## src/rtl/uart_pkg.sv

```systemverilog
// Shared UART definitions: receiver FSM states and default link parameters
// common to uart_tx and uart_rx.
package uart_pkg;

  localparam int UART_CLOCKS_PER_PULSE = 4;
  localparam int UART_BITS_PER_WORD    = 8;
  localparam int UART_PACKET_SIZE      = UART_BITS_PER_WORD + 5;
  localparam int UART_W_OUT            = 16;

  typedef enum logic [2:0] {
    IDLE      = 3'd0,
    START     = 3'd1,
    DATA      = 3'd2,
    STOP      = 3'd3,
    WAIT_IDLE = 3'd4
  } state_t;

endpackage

```

## src/rtl/uart_sync2.sv

```systemverilog
// Two-flop synchroniser for the asynchronous serial line. Resets to 1 so an
// idle-high line does not look like a start bit right after reset.
module uart_sync2 (
  input  logic clk,
  input  logic rstn,
  input  logic d,
  output logic q
);

  logic meta;

  // Two back-to-back flops; only q is used by downstream logic.
  always_ff @(posedge clk or negedge rstn) begin
    if (!rstn) begin
      meta <= 1'b1;
      q    <= 1'b1;
    end else begin
      meta <= d;
      q    <= meta;
    end
  end

endmodule

```

## src/rtl/uart_rx.sv

```systemverilog
// UART receiver: oversamples rx, deserialises NUM_WORDS packets (LSB first)
// and presents them as one W_OUT-bit beat on an AXI-Stream master port.
//
// Handshake: a beat transfers on any cycle where m_valid & m_ready are both
// high. While m_valid is high m_data is held stable; m_valid never drops
// without a transfer. The receiver is never stalled: a beat completed while
// the previous one is still waiting is dropped and flagged by overflow.
module uart_rx
  import uart_pkg::*;
#(
  parameter int CLOCKS_PER_PULSE = UART_CLOCKS_PER_PULSE,
  parameter int BITS_PER_WORD    = UART_BITS_PER_WORD,
  parameter int PACKET_SIZE      = BITS_PER_WORD + 5,
  parameter int W_OUT            = UART_W_OUT
) (
  input  logic             clk,
  input  logic             rstn,
  input  logic             rx,
  output logic             m_valid,
  input  logic             m_ready,
  output logic [W_OUT-1:0] m_data,
  output logic             frame_err,
  output logic             overflow,
  output state_t           dbg_state
);

  localparam int NUM_WORDS = W_OUT / BITS_PER_WORD;
  localparam int NUM_END   = PACKET_SIZE - BITS_PER_WORD - 1;
  localparam int CW = $clog2(CLOCKS_PER_PULSE);
  localparam int BW = (BITS_PER_WORD > 1) ? $clog2(BITS_PER_WORD) : 1;
  localparam int EW = (NUM_END > 1) ? $clog2(NUM_END) : 1;
  localparam int WW = (NUM_WORDS > 1) ? $clog2(NUM_WORDS) : 1;

  localparam logic [CW-1:0] HALF_LAST = CW'(CLOCKS_PER_PULSE / 2 - 1);
  localparam logic [CW-1:0] BIT_LAST  = CW'(CLOCKS_PER_PULSE - 1);
  localparam logic [BW-1:0] DATA_LAST = BW'(BITS_PER_WORD - 1);
  localparam logic [EW-1:0] END_LAST  = EW'(NUM_END - 1);
  localparam logic [WW-1:0] WORD_LAST = WW'(NUM_WORDS - 1);

  state_t                   state;
  logic                     rx_s;
  logic [CW-1:0]            clk_cnt;
  logic [BW-1:0]            bit_idx;
  logic [EW-1:0]            end_idx;
  logic [WW-1:0]            word_idx;
  logic [BITS_PER_WORD-1:0] shift;
  logic [W_OUT-1:0]         beat_buf;
  logic [W_OUT-1:0]         beat_full;

  assign dbg_state = state;

  uart_sync2 u_sync (
    .clk  (clk),
    .rstn (rstn),
    .d    (rx),
    .q    (rx_s)
  );

  // Beat as it would look with the current word stored into its slot.
  always_comb begin
    beat_full = beat_buf;
    beat_full[int'(word_idx) * BITS_PER_WORD +: BITS_PER_WORD] = shift;
  end

  // Receive FSM plus the AXIS output holding register.
  always_ff @(posedge clk or negedge rstn) begin
    if (!rstn) begin
      state     <= IDLE;
      clk_cnt   <= '0;
      bit_idx   <= '0;
      end_idx   <= '0;
      word_idx  <= '0;
      shift     <= '0;
      beat_buf  <= '0;
      m_valid   <= 1'b0;
      m_data    <= '0;
      frame_err <= 1'b0;
      overflow  <= 1'b0;
    end else begin
      frame_err <= 1'b0;
      overflow  <= 1'b0;
      if (m_valid && m_ready) m_valid <= 1'b0;

      case (state)
        IDLE: begin
          if (!rx_s) begin
            clk_cnt <= '0;
            state   <= START;
          end
        end

        START: begin
          if (clk_cnt == HALF_LAST) begin
            clk_cnt <= '0;
            if (rx_s) begin
              state <= IDLE;            // too short to be a start bit
            end else begin
              bit_idx <= '0;
              state   <= DATA;
            end
          end else begin
            clk_cnt <= clk_cnt + 1'b1;
          end
        end

        DATA: begin
          if (clk_cnt == BIT_LAST) begin
            clk_cnt        <= '0;
            shift[bit_idx] <= rx_s;
            if (bit_idx == DATA_LAST) begin
              end_idx <= '0;
              state   <= STOP;
            end else begin
              bit_idx <= bit_idx + 1'b1;
            end
          end else begin
            clk_cnt <= clk_cnt + 1'b1;
          end
        end

        STOP: begin
          if (clk_cnt == BIT_LAST) begin
            clk_cnt <= '0;
            if (!rx_s) begin
              frame_err <= 1'b1;
              word_idx  <= '0;          // partial beat is abandoned
              state     <= WAIT_IDLE;
            end else if (end_idx == END_LAST) begin
              beat_buf <= beat_full;
              state    <= IDLE;
              if (word_idx < WORD_LAST) begin
                word_idx <= word_idx + 1'b1;
              end else begin
                word_idx <= '0;
                if (!m_valid || m_ready) begin
                  m_data  <= beat_full;
                  m_valid <= 1'b1;
                end else begin
                  overflow <= 1'b1;     // keep the waiting beat, drop this one
                end
              end
            end else begin
              end_idx <= end_idx + 1'b1;
            end
          end else begin
            clk_cnt <= clk_cnt + 1'b1;
          end
        end

        WAIT_IDLE: begin
          if (rx_s) state <= IDLE;
        end

        default: state <= IDLE;
      endcase
    end
  end

endmodule

```

## config.mk

```make
export PLATFORM = sky130hd
export DESIGN_NAME = uart_rx
export DESIGN_NICKNAME = d
export VERILOG_FILES = /design/src/rtl/uart_pkg.sv /design/src/rtl/uart_sync2.sv /design/src/rtl/uart_rx.sv
export SDC_FILE = /design/constraint.sdc
export NUM_CORES = 1
export LEC_CHECK = 0
export ABC_CLOCK_PERIOD_IN_PS = 2000
export BUFFER_PORTS_ARGS = -buffer_cell sky130_fd_sc_hd__buf_2
export CAP_MARGIN = 5
export CORE_ASPECT_RATIO = 1.1
export CORE_MARGIN = 4
export CORE_UTILIZATION = 56
export CTS_BUF_LIST = sky130_fd_sc_hd__clkbuf_4 sky130_fd_sc_hd__clkbuf_8 sky130_fd_sc_hd__clkbuf_16
export CTS_CLUSTER_DIAMETER = 30
export DETAILED_ROUTE_END_ITERATION = 10
export PLACE_DENSITY = 0.77
export SLEW_MARGIN = 0
export SYNTH_ARGS = -nofsm -noshare
export SYNTH_HDL_FRONTEND = slang
export SYNTH_SLANG_ARGS = --single-unit
export TNS_END_PERCENT = 20
```

## constraint.sdc

```tcl
create_clock -name clk -period 2 [get_ports clk]
set_input_delay 0.1 -clock clk [delete_from_list [all_inputs] [get_ports clk]]
set_output_delay 0.1 -clock clk [all_outputs]
set_load 0.05 [all_outputs]
```

# Word-level counts from Yosys, hierarchy flattened
# Index checks and enable logic that the tools add are counted.
word_totals:
  regBits: 56
  inputBits: 4
  out_inout_bits: 22
op_classes:
  n_addsub: 5
  magnitude_cmp: 3
  eq_ne: 20
  shift: 2
  muxes: 48
  bitwise_logic: 1
  reduce_logical: 17
ops:
  columns: ["cell", "n"]
  rows:
  - ["$mux W3", 12]
  - ["$neg A4 Y33", 1]
  - ["$shift A8 B33 Y16 const A", 1]
  - ["$shiftx A8 B33 Y16", 1]
  - ["$mux W1", 20]
  - ["$mux W2", 9]
  - ["$ne A2 B2 Y1 const B", 9]
  - ["$bwmux W16", 1]
  - ["$pmux W3 S5", 1]
  - ["$reduce_and A6 Y1", 2]
  - ["$bwmux W8", 1]
  - ["$reduce_and A7 Y1", 1]
  - ["$eq A3 B2 Y1 const B", 2]
  - ["$eq A3 B3 Y1 const B", 2]
  - ["$pmux W2 S3", 1]
  - ["$pmux W3 S2", 1]
  - ["$reduce_and A5 Y1", 1]
  - ["$add A2 B1 Y2 const B", 2]
  - ["$eq A2 B2 Y1 const B", 2]
  - ["$lt A3 B4 Y1 const B", 1]
  - ["$ne A2 B1 Y1 const B", 2]
  - ["$pmux W2 S2", 1]
  - ["$reduce_and A2 Y1", 2]
  - ["$reduce_and A4 Y1", 1]
  - ["other kinds (17)", 19]

# Logic depth before layout (Yosys ltp)
# Gate-level depths: netlist (run 1).
logic_depth:
  depth_word: 8
  mapped_depth: 7
  mapped_depth_nobuf: 6

# By module
# Synthesis (run 1) repeated with hierarchy kept, for this count alone.
unflattened:
  cells_unflattened: 161
  hier_area_um2: 2172.1
by_module_without_submodules:
  columns: ["mod", "n_inst", "cells_each", "area_per_inst_um2", "seq_area_each_um2"]
  rows:
  - ["uart_rx", 1, 159, 2119.5, 1151.1]
  - ["uart_sync2", 1, 2, 52.6, 52.6]

# Worst setup path before layout (run 1)
# Ideal clock, no wire load.
synth_timing:
  path_kind: "register to register"
  start: "register state[1] (netlist: dbg_state[1])"
  end: "register m_data[0]"
  arrival_ns: 1.878
  required_time_ns: 1.875
  setup_slack_ns: -0.004
  stages_incl_launch_ff: 8
  path_buffers: 3
  path_cell_list: "dfrtp_1 > clkbuf_8 > nand4b_4 > nor2_8 > and2_4 > buf_8 > buf_12 > mux2_4"
synth_via:
  elab_chain_cells: 2
synth_rtl:
  columns: ["element", "line_no", "source"]
  rows:
  - ["start, declared", "uart_rx.sv:40", "state_t state;"]
  - ["start signal, assigned", "uart_rx.sv:68", "state <= IDLE;"]
  - ["start signal, assigned", "uart_rx.sv:88", "state <= START;"]
  - ["start signal, assigned", "uart_rx.sv:96", "state <= IDLE;"]
  - ["$eq A3 B2 Y1", "uart_rx.sv:84", "case (state)"]
  - ["$reduce_and A6 Y1 (no source line)", null, null]
  - ["end signal, assigned", "uart_rx.sv:136", "m_data <= beat_full;"]
  - ["end, declared", "uart_rx.sv:21", "output logic [W_OUT-1:0] m_data,"]
# No other way between the ends.
# A chain may end at the register's enable or synchronous reset.

# Final worst setup path (run 1)
layout_timing:
  start: "register clk_cnt[0]"
  end: "register m_data[12]"
layout_via:
  elab_chain_cells: 2
layout_rtl:
  columns: ["element", "line_no", "source"]
  rows:
  - ["start, declared", "uart_rx.sv:42", "logic [CW-1:0] clk_cnt;"]
  - ["start signal, assigned", "uart_rx.sv:102", "clk_cnt <= clk_cnt + 1'b1;"]
  - ["start signal, assigned", "uart_rx.sv:117", "clk_cnt <= clk_cnt + 1'b1;"]
  - ["start signal, assigned", "uart_rx.sv:146", "clk_cnt <= clk_cnt + 1'b1;"]
  - ["$eq A2 B2 Y1", "uart_rx.sv:122", "if (clk_cnt == BIT_LAST) begin"]
  - ["$reduce_and A6 Y1 (no source line)", null, null]
# No other way between the ends.

==> impl_metrics.yaml, run 1 <==
global_route:
  grt_pass1_wl_um: 6220
  grt-ovfl-total: 0
  antenna_found_initial: 0
  grt_max_degree: 49
  grt_pass1_vias: 1397
  grt_use_total: 0.168
timing:
  finalWorstPathRequiredPeriod_ns: 1.87
  finalHoldViolCount: 0
  setup_viol: 0
  clock.fmax_mhz: 535
  tightest_slew_ns: 0.311
  skew_ns: 0.00957
  slew_headroom: 0.793
  rsz0062_at_grt: "no"
  slew_viol_final: 0
  layout_setup_ws_ns: 0.132
  finalSetupTns_ns: 0
  post-route-period-util: 0.934
cells_and_area:
  diodes: 0
  area_growth_pct: 13.8
  fin_cells: 244
  drive_above_1_share: 0.418
  nets: 203
  utilization: 0.673
  num-fill-cells: 266
critical_path:
  crit_required_ns: 2.18
  crit_path_max_fanout: 16
  cp.arrival_ns: 2.05
  critPathLaunchType: "register"
  cp-end-kind: "register"
  critical_path_class: "reg2reg"
floorplan:
  design.portCount: 26
  rows: 23
  die_h_um: 73.7
  core_area_um2: 3710
  start_util: 0.592
  die_w_um: 67.7
  die_area_um2: 4990
placed_design:
  dpl_worst_slack_ns: 0.0654
  place.port_buffers: 25
  gp_congestion: 0.872
  place_inst: 234
  post-dp-hpwl_um: 2530
clock_network:
  cts_max_path_buffers: 2
  root_buffer: "clkbuf_8"
  clock_latency_ns: 0.30
  cts_buffers: 5
  tritoncts: "done"
  cts.reportedPaths.clkPinSlew_ns: 0.09
  cts.sinks: 48
  ctsHtreeMaxLevel: 2
  cts_setup_buffers: 0
detailed_routing:
  drt-total-wl_um: 3650
  drc: 0
  ant_nets: 0
  drtIter0Drc: 77
  wl_per_cell_um: 15.0
  dr.pass1.iters: 4
  routed_via_density: 5.43
  dr_total_vias: 1326
logic_synthesis:
  synth_seq_cells: 48
  syn-num-nets: 173
  yosys_warnings: 0
  syn_area_per_cell_um2: 13.5
  syn-cell-area_um2: 2200
  synth_cell_types: 40
  yosysSeqAreaShare: 0.548
  postSynthCellCount: 163
pwr:
  power_density_nw_per_um2: 1030
  p_leak_nw: 1.27
  ir_drop_uv: 670
flow_run:
  drv_cap: 0
status:
  status: "finished clean"
min_path:
  hold_class: "in2reg"
==> state kept, by name (all words and copies together), names as in the netlist, 2 cells and up <==
name,count
end_idx,2
m_data,16
bit_idx,3
shift,8
dbg_state,3
clk_cnt,2
beat_buf,8
==> metrics by stage <==
step / total power, mW / hold WS (ns) / area (µm²)
floorplan: 1.74 / -0.196 / 2200
global placement: 1.83 / 0.0966 / 2360
detailed placement: 1.88 / 0.0976 / 2360
CTS: 2.60 / 0.0711 / 2500
global route: 2.71 / 0.0901 / 2500
finish: 2.57 / 0.0761 / 2500
==> worst max-delay path, cell delays in order (launching register included) <==
cell and delay (ns):
dfrtp_1 0.41, ha_2 0.29, nand4b_4 0.21, nor2_8 0.15, and2_4 0.33, mux2_2 0.37
==> layer usage <==
| metal | vias to the layer above | wire length, µm | global-route usage | part of all wire |
|---|---|---|---|---|
| met1 | 655 | 1630 | 0.202 | 0.45 |
| met2 | 25 | 1800 | 0.274 | 0.49 |
| met4 | 0 | 72 | 0.0788 | 0.020 |
| met3 | 7 | 139 | 0.0489 | 0.038 |
| met5 | - | 0 | 0 | 0 |
| li1 | 639 | - | - | - |
==> area by class of cell <==
type / instances / area (µm²) / area share
Clock inverter: 3 / 47.5 / 0.0190
Multi-Input combinational cell: 102 / 897 / 0.359
Sequential cell: 48 / 1200 / 0.482
Timing Repair Buffer: 31 / 200 / 0.0801
Clock buffer: 5 / 68.8 / 0.0275
Tap cell: 50 / 62.6 / 0.0250
Inverter: 5 / 18.8 / 0.00751
==> Yosys cell counts (all sizes together) <==
cell     number  share of area
nand3         4          0.011
a311oi        1         0.0040
a31oi         1         0.0029
nor4          1         0.0029
dfstp         2          0.024
a2bb2oi       1         0.0040
nor2b         2         0.0057
nand2         9          0.015
nand3b        2         0.0068
nor2         10          0.025
a41oi         1         0.0040
nand4b        1          0.011
nor3b         2         0.0068
dfrtp        46           0.52
nand2b        4          0.011
ha            6          0.034
clkbuf        2         0.0080
buf           6          0.028
nor3          3          0.012
o22ai         1         0.0029
and2          2         0.0068
or2b          1         0.0040
a22o          4          0.016
mux2         32           0.18
a21oi         3         0.0068
and4bb        1         0.0057
a211oi        1         0.0034
and3b         1         0.0046
o21ai         7          0.016
o31ai         1         0.0034
inv           5         0.0085
==> layout by cell type, fill, tap and decap left out, drive strengths merged <==
cell,instances
mux2,32
nand2,9
ha,6
o21ai,7
a22o,4
nor3,3
nor2,10
a31oi,1
o22ai,1
o31ai,1
buf,29
dfstp,2
dfrtp,46
and3b,1
nand3b,2
nor2b,2
inv,5
nand2b,4
bufinv,1
nor4,1
nor3b,2
and2,2
or2b,1
nand4b,1
a41oi,1
a21oi,3
a2bb2oi,1
a211oi,1
nand3,4
and4bb,1
dlygate4sd3,2
a311oi,1
clkbuf,5
clkinv,2
==> report_power, final <==
group / switching (mW) / internal [mW] / total, mW
logic: 0.367 / 0.259 / 0.627
registers: 0.153 / 1.09 / 1.24
clock network: 0.327 / 0.377 / 0.703
==> final timing paths <==
kind                                             start  cells past startpoint                endpoint  slack, ns
min in group asynchronous                         rstn                      3  m_data[14]$_DFFE_PN0P_       0.30
worst max register to register  clk_cnt[0]$_DFFE_PN0P_                      5  m_data[12]$_DFFE_PN0P_       0.13
max in group asynchronous                         rstn                      3      u_sync.q$_DFF_PN1_       1.42
worst min-delay path                           m_ready                      3      overflow$_DFF_PN0_       0.08
worst max-delay path            clk_cnt[0]$_DFFE_PN0P_                      5  m_data[12]$_DFFE_PN0P_       0.13
worst min register to register   u_sync.meta$_DFF_PN1_                      0      u_sync.q$_DFF_PN1_       0.36
==> cell families after synthesis <==
| family | Yosys count | synth area share |
|---|---|---|
| AO/OA/AOI/OAI | 21 | 0.0633 |
| adder cells (fa/ha/maj) | 6 | 0.0342 |
| buffers and inverters | 13 | 0.0444 |
| flip-flops | 48 | 0.548 |
| multiplexers | 32 | 0.181 |
| AND/OR/NAND/NOR | 43 | 0.129 |
==> what timing repair did <==
action / CTS / global route
endpoints found under the hold margin: 47 / 0
endpoints found under the setup margin: 0 / 6
resized for setup: 0 / 1
hold buffers: 2 / 0
Power figures use the tool's default switching activity.
==> run 2: changes to the inputs <==
--- a/config.mk
+++ b/config.mk
@@ -5,16 +5,17 @@
 export SDC_FILE = /design/constraint.sdc
 export NUM_CORES = 1
 export LEC_CHECK = 0
+export ABC_AREA = 1
 export ABC_CLOCK_PERIOD_IN_PS = 2000
 export BUFFER_PORTS_ARGS = -buffer_cell sky130_fd_sc_hd__buf_2
 export CAP_MARGIN = 5
 export CORE_ASPECT_RATIO = 1.1
 export CORE_MARGIN = 4
-export CORE_UTILIZATION = 56
+export CORE_UTILIZATION = 58
 export CTS_BUF_LIST = sky130_fd_sc_hd__clkbuf_4 sky130_fd_sc_hd__clkbuf_8 sky130_fd_sc_hd__clkbuf_16
 export CTS_CLUSTER_DIAMETER = 30
 export DETAILED_ROUTE_END_ITERATION = 10
-export PLACE_DENSITY = 0.77
+export PLACE_DENSITY = 0.78
 export SLEW_MARGIN = 0
 export SYNTH_ARGS = -nofsm -noshare
 export SYNTH_HDL_FRONTEND = slang
==> run 2 against run 1 <==
Compared with the run above:
- fmax rose by 18%
- critical path depth rose by 1
- clock skew fell by 0.0043 ns
- via count rose by 61%
- worst hold slack improved by 0.026 ns
- clock power fell by 11%
- synthesized cell count rose by 100%
- global-route usage rose by 2.6 points
- register-to-register slack improved by 0.28 ns
- utilization rose by 0.12 points
- sequential share of layout area fell by 1.0 points
- routed wire length rose by 38%
- critical endpoint is now m_data[4]$_DFFE_PN0P_
==> impl_metrics.yaml, run 2 <==
status:
  status: "finished clean"
critical_path:
  path_cells: "ha_1 > nand2_4 > nor3_4 > nand2_4 > nand2_1 > o21ai_2"
  reg2reg_depth: 6
  critPathBufInv: 0
  critPathSlowestCell: "dfrtp_1"
  critPathTopFamily: "simple AND/OR/NAND/NOR gates"
  max_stage_delay_ns: 0.40
  critical_path.startpoint: "clk_cnt[1]$_DFFE_PN0P_"
  cp.depth: 6
  endpoint: "m_data[4]$_DFFE_PN0P_"
  crit_required_ns: 2.20
  critical_path_class: "reg2reg"
  r2r_slack_ns: 0.41
  cp-end-kind: "register"
  rr_startpoint: "clk_cnt[1]$_DFFE_PN0P_"
  r2r-end: "m_data[4]$_DFFE_PN0P_"
  critPathLaunchType: "register"
  crit_path_max_fanout: 24
  critPathMostFrequentCell: "nand2_4"
  cp.arrival_ns: 1.79
logic_synthesis:
  synth_edf_count: 0
  yosysSeqAreaShare: 0.519
  postSynthCellCount: 334
  syn-cell-area_um2: 2700
  synth.top_cell.area_share: 0.500
  syn-num-nets: 344
  yosys.area.top_type: "dfrtp_1"
  synthFlopType: "dfrtp_1"
  syn_area_per_cell_um2: 8.09
  yosysMostFrequentCell: "nand2_1"
  ys_async_sr_fraction: 1.00
  yosys_warnings: 0
  synth_area_leaders: "dfrtp_1, nand2_1, inv_1"
  synth_cell_types: 25
  synth_seq_cells: 56
  yosys-top-cells-count: "nand2_1, dfrtp_1, inv_1, o21ai_0, nor2_1"
clock_network:
  cts_setup_buffers: 0
  post_cts_resize_count: 0
  cts_hold_buffers: 2
  root_buffer: "clkbuf_8"
  tritoncts: "done"
  cts.reportedPaths.clkPinSlew_ns: 0.09
  ctsHtreeMaxLevel: 2
  clock_latency_ns: 0.31
  cts_buffers: 5
  cts.sinks: 56
  cts_max_path_buffers: 2
floorplan:
  die_w_um: 73.1
  die_h_um: 79.6
  start_util: 0.613
  rows: 25
  core_area_um2: 4410
  design.portCount: 26
  die_area_um2: 5820
pwr:
  p_leak_nw: 1.57
  p_switching_uw: 840
  p_seq_frac: 0.521
  intPower_mw: 1.65
  power_density_nw_per_um2: 838
  ir_drop_uv: 771
  p_sw_frac: 0.337
  p_clk_frac: 0.252
  p_total_mw: 2.49
  combPwrFrac: 0.227
cells_and_area:
  drive_above_1_share: 0.157
  mostFrequentLayoutCells: "nand2_1, dfrtp_1, inv_1"
  nets: 373
  layout_commonest_cell: "nand2_1"
  seqCellArea_um2: 1400
  area_growth_pct: 10.1
  top_regs: "beat_buf (16), m_data (16), shift (8)"
  diodes: 0
  multi_input_area_um2: 1080
  num-fill-cells: 374
timing:
  post-route-period-util: 0.793
  finalSetupTns_ns: 0
  finalWorstPathRequiredPeriod_ns: 1.59
  tightest_slew_ns: 0.779
  finalHoldViolCount: 0
  setup_viol: 0
  skew_ns: 0.00525
  slew_headroom: 0.481
  rsz0062_at_grt: "no"
  clock.fmax_mhz: 630
  slew_viol_final: 0
detailed_routing:
  wl_per_cell_um: 12.1
  dr.pass1.iters: 4
  routed_via_density: 5.10
  drc: 0
  ant_nets: 0
  dr_total_vias: 2132
  met2WireLength_um: 2490
  wl_met3_um: 212
  highest_layer: "met4"
  drt-met1-wl_um: 2260
  drtIter0Drc: 151
  drt-total-wl_um: 5050
placed_design:
  gp_congestion: 0.838
  place.port_buffers: 25
  post-dp-hpwl_um: 3720
min_path:
  hold_class: "in2reg"
  min_from: "m_ready"
flow_run:
  drv_cap: 0
global_route:
  grt_pass1_wl_um: 8710
  grt_use_total: 0.194
  grt_pass1_vias: 1916
  grt_max_degree: 37
  grt-ovfl-total: 0
  antenna_found_initial: 0
[run 2: changes by cell type after synthesis, moves of 12 or more]
cell and change:
inv_1 +33, nor2_1 +14, nand3_1 +12, nand2_1 +117, o21ai_0 +18, mux2_2 -22
[run 2: logic make-up after synthesis]
logic type,synth area share
compound gates,0.102
fa+ha+maj,0.0278
buf+inv,0.0815
flops,0.519
simple gates,0.269
[run 2: stage by stage]
stage	utilization	instances	area, µm²	worst slack [ns]	hold WS (ns)
after floorplan	-	334	2700	0.214	-0.196
after global placement	0.649	408	2860	0.473	0.206
after detailed placement	0.649	408	2860	0.416	0.206
after CTS	0.675	418	2980	0.417	0.0875
after global routing	0.675	418	2980	0.249	0.0900
final	0.675	418	2980	0.414	0.102
[run 2: routing by layer]
| layer | track usage | vias to the layer above |
|---|---|---|
| met3 | 0.0416 | 9 |
| met5 | 0 | - |
| met4 | 0.0664 | 0 |
| li1 | - | 1098 |
| met2 | 0.321 | 43 |
| met1 | 0.248 | 982 |
[run 2: power by group through the flow]
stage                     sequential, mW  combinational [mW]  clock (mW)
after floorplan                     1.35               0.403           0
after global placement              1.32               0.560           0
after detailed placement            1.32               0.566           0
after CTS                           1.30               0.572       0.654
after global routing                1.32               0.666       0.696
final                               1.30               0.565       0.629
[run 2: final cells by class]
class,instances,area share
clock buffer,6,0.0278
clock inverter,2,0.00336
inverter,40,0.0505
multi-input combinational,228,0.362
sequential,56,0.472
tap,54,0.0227
timing repair buffer,32,0.0614
[run 2: worst register-to-register path, stage by stage, from the launching register on]
cell     delay [ns]
dfrtp_1        0.40
ha_1           0.30
nand2_4        0.12
nor3_4         0.24
nand2_4        0.22
nand2_1        0.15
o21ai_2        0.06
[run 2: worst min path at each step]
| stage | end | slack, ns | depth (start not counted) |
|---|---|---|---|
| after floorplan | beat_buf[0]$_DFFE_PN0P_ | -0.20 | 0 |
| after global placement | u_sync.meta$_DFF_PN1_ | 0.21 | 1 |
| after detailed placement | u_sync.meta$_DFF_PN1_ | 0.21 | 1 |
| after CTS | overflow$_DFF_PN0_ | 0.09 | 4 |
| after global routing | overflow$_DFF_PN0_ | 0.09 | 4 |
| final | overflow$_DFF_PN0_ | 0.10 | 4 |
==> run 3: changes to the inputs <==
--- a/config.mk
+++ b/config.mk
@@ -6,16 +6,16 @@
 export NUM_CORES = 1
 export LEC_CHECK = 0
 export ABC_AREA = 1
-export ABC_CLOCK_PERIOD_IN_PS = 2000
+export ABC_CLOCK_PERIOD_IN_PS = 1300
 export BUFFER_PORTS_ARGS = -buffer_cell sky130_fd_sc_hd__buf_2
 export CAP_MARGIN = 5
 export CORE_ASPECT_RATIO = 1.1
 export CORE_MARGIN = 4
-export CORE_UTILIZATION = 58
+export CORE_UTILIZATION = 53
 export CTS_BUF_LIST = sky130_fd_sc_hd__clkbuf_4 sky130_fd_sc_hd__clkbuf_8 sky130_fd_sc_hd__clkbuf_16
 export CTS_CLUSTER_DIAMETER = 30
 export DETAILED_ROUTE_END_ITERATION = 10
-export PLACE_DENSITY = 0.78
+export PLACE_DENSITY = 0.75
 export SLEW_MARGIN = 0
 export SYNTH_ARGS = -nofsm -noshare
 export SYNTH_HDL_FRONTEND = slang
==> constraint.sdc (replaced) <==
create_clock -name clk -period 1.3 [get_ports clk]
set_input_delay 0.065 -clock clk [delete_from_list [all_inputs] [get_ports clk]]
set_output_delay 0.065 -clock clk [all_outputs]
set_load 0.05 [all_outputs]
==> run 3 against run 2 <==
Compared with the run above:
- the flow now finishes with violations (setup timing)
- register-to-register slack got worse by 0.53 ns
- sequential cell count unchanged
- worst hold slack got worse by 0.013 ns
- clock skew increased by 0.0050 ns
- utilization increased by 3.0 points
- routed wire length increased by 19%
- cell count increased by 8.1%
- sequential power increased by 55%
- design area increased by 18%
- die area increased by 8.4%
- largest power group unchanged
- highest routed layer unchanged
==> impl_metrics.yaml, run 3 (same netlist as run 2, synthesis figures left out) <==
status:
  status: "finished, violations left"
  violations: "setup timing"
placed_design:
  post-dp-hpwl_um: 3850
  place.port_buffers: 25
  dpl_worst_slack_ns: -0.170
  gp_congestion: 0.835
flow_run:
  drv_cap: 0
floorplan:
  design.portCount: 26
  die_w_um: 76.1
  core_area_um2: 4970
  die_area_um2: 6310
  start_util: 0.544
  rows: 27
  die_h_um: 82.9
critical_path:
  path_cells: "ha_4 > nand2_4 > nor3_4 > buf_6 > nand2_8 > nand2_2 > o21ai_2"
  critical_path_class: "reg2reg"
  cp-end-kind: "register"
  critPathLaunchType: "register"
  crit_required_ns: 1.50
  crit_path_max_fanout: 6
  critPathBufInv: 1
  r2r_slack_ns: -0.12
  critPathSlowestCell: "dfrtp_1"
  critPathTopFamily: "simple AND/OR/NAND/NOR gates"
  max_stage_delay_ns: 0.42
  cp.arrival_ns: 1.61
timing:
  skew_ns: 0.0102
  setup_viol: 33
  finalSetupTns_ns: -2.14
  rsz0062_at_grt: "yes"
  slew_headroom: 0.787
  finalHoldViolCount: 0
  clock.fmax_mhz: 706
  finalWorstPathRequiredPeriod_ns: 1.42
  post-route-period-util: 1.09
  tightest_slew_ns: 0.318
  slew_viol_final: 0
  layout_setup_ws_ns: -0.115
detailed_routing:
  wl_per_cell_um: 13.3
  drc: 0
  drtIter0Drc: 225
  dr.pass1.iters: 4
  routed_via_density: 5.10
  dr_total_vias: 2306
  drt-total-wl_um: 6010
  ant_nets: 0
global_route:
  grt_max_degree: 57
  grt_pass1_vias: 2212
  grt_pass1_wl_um: 9830
  grt_use_total: 0.187
  antenna_found_initial: 0
  grt-ovfl-total: 0
min_path:
  hold_class: "in2reg"
cells_and_area:
  multi_input_area_um2: 1350
  layout_commonest_cell: "nand2_1"
  num-fill-cells: 383
  top_regs: "beat_buf (16), m_data (16), shift (8)"
  nets: 404
  drive_above_1_share: 0.348
  seqCellArea_um2: 1410
  diodes: 0
  area_growth_pct: 29.5
  mostFrequentLayoutCells: "nand2_1, dfrtp_1, inv_1"
pwr:
  p_leak_nw: 1.76
  ir_drop_uv: 1200
  power_density_nw_per_um2: 1270
clock_network:
  tritoncts: "done"
  cts.reportedPaths.clkPinSlew_ns: 0.10
  root_buffer: "clkbuf_8"
  clock_latency_ns: 0.31
  cts_buffers: 5
  cts.sinks: 56
  ctsHtreeMaxLevel: 2
  cts_max_path_buffers: 2
## run 3: layer usage
metal | wire length, µm | global-route usage | share of wire
met5 | 0 | 0 | 0
met4 | 93 | 0.0684 | 0.015
met3 | 221 | 0.0347 | 0.037
met2 | 3140 | 0.322 | 0.52
met1 | 2560 | 0.232 | 0.43
## run 3: path summary, 6_finish.rpt
| check | startpoint | endpoint | cells after the start |
|---|---|---|---|
| max | clk_cnt[1]$_DFFE_PN0P_ | m_data[5]$_DFFE_PN0P_ | 7 |
| min | m_ready | overflow$_DFF_PN0_ | 4 |
| max reg2reg | clk_cnt[1]$_DFFE_PN0P_ | m_data[5]$_DFFE_PN0P_ | 7 |
| min reg2reg | u_sync.meta$_DFF_PN1_ | u_sync.q$_DFF_PN1_ | 0 |
| max in group asynchronous | rstn | u_sync.q$_DFF_PN1_ | 3 |
| min in group asynchronous | rstn | beat_buf[14]$_DFFE_PN0P_ | 3 |
## run 3: tightest hold or removal path, stage by stage
cell,delay (ns)
buf_2,0.08
nor2_1,0.08
inv_1,0.10
nor3_2,0.05
## run 3: area by class of cell
cell class / count / share of cell area
multi-input cells: 231 / 0.385
repair buffers: 60 / 0.124
well taps: 58 / 0.0207
flip-flops and latches: 56 / 0.402
clock buffers: 5 / 0.0197
clock inverters: 2 / 0.00357
inverters: 40 / 0.0457
## run 3: what timing repair did
item / CTS / global route
resized for setup: 16 / 47
gates cloned: 1 / 2
endpoints found under the setup margin: 33 / 49
endpoints found under the hold margin: 55 / 0
setup buffers: 4 / 2
pin swaps: 6 / 14
hold buffers: 2 / 0
## run 3: stage by stage
step / utilization / area, µm² / total power [mW] / hold slack [ns] / cells
floorplan: - / 2760 / 2.77 / -0.231 / 334
global placement: 0.626 / 3110 / 3.18 / 0.0865 / 434
detailed placement: 0.626 / 3110 / 3.22 / 0.0850 / 434
CTS: 0.667 / 3310 / 4.21 / 0.0556 / 448
global route: 0.705 / 3500 / 4.72 / 0.104 / 452
finish: 0.705 / 3500 / 4.43 / 0.0889 / 452
## run 3: power breakdown
group / leakage, nW / switching, mW / total (mW) / internal [mW]
Clock: 0.0400 / 0.536 / 0.902 / 0.366
Combinational: 0.952 / 0.912 / 1.51 / 0.601
Sequential: 0.765 / 0.156 / 2.02 / 1.86
Total: 1.76 / 1.60 / 4.43 / 2.83
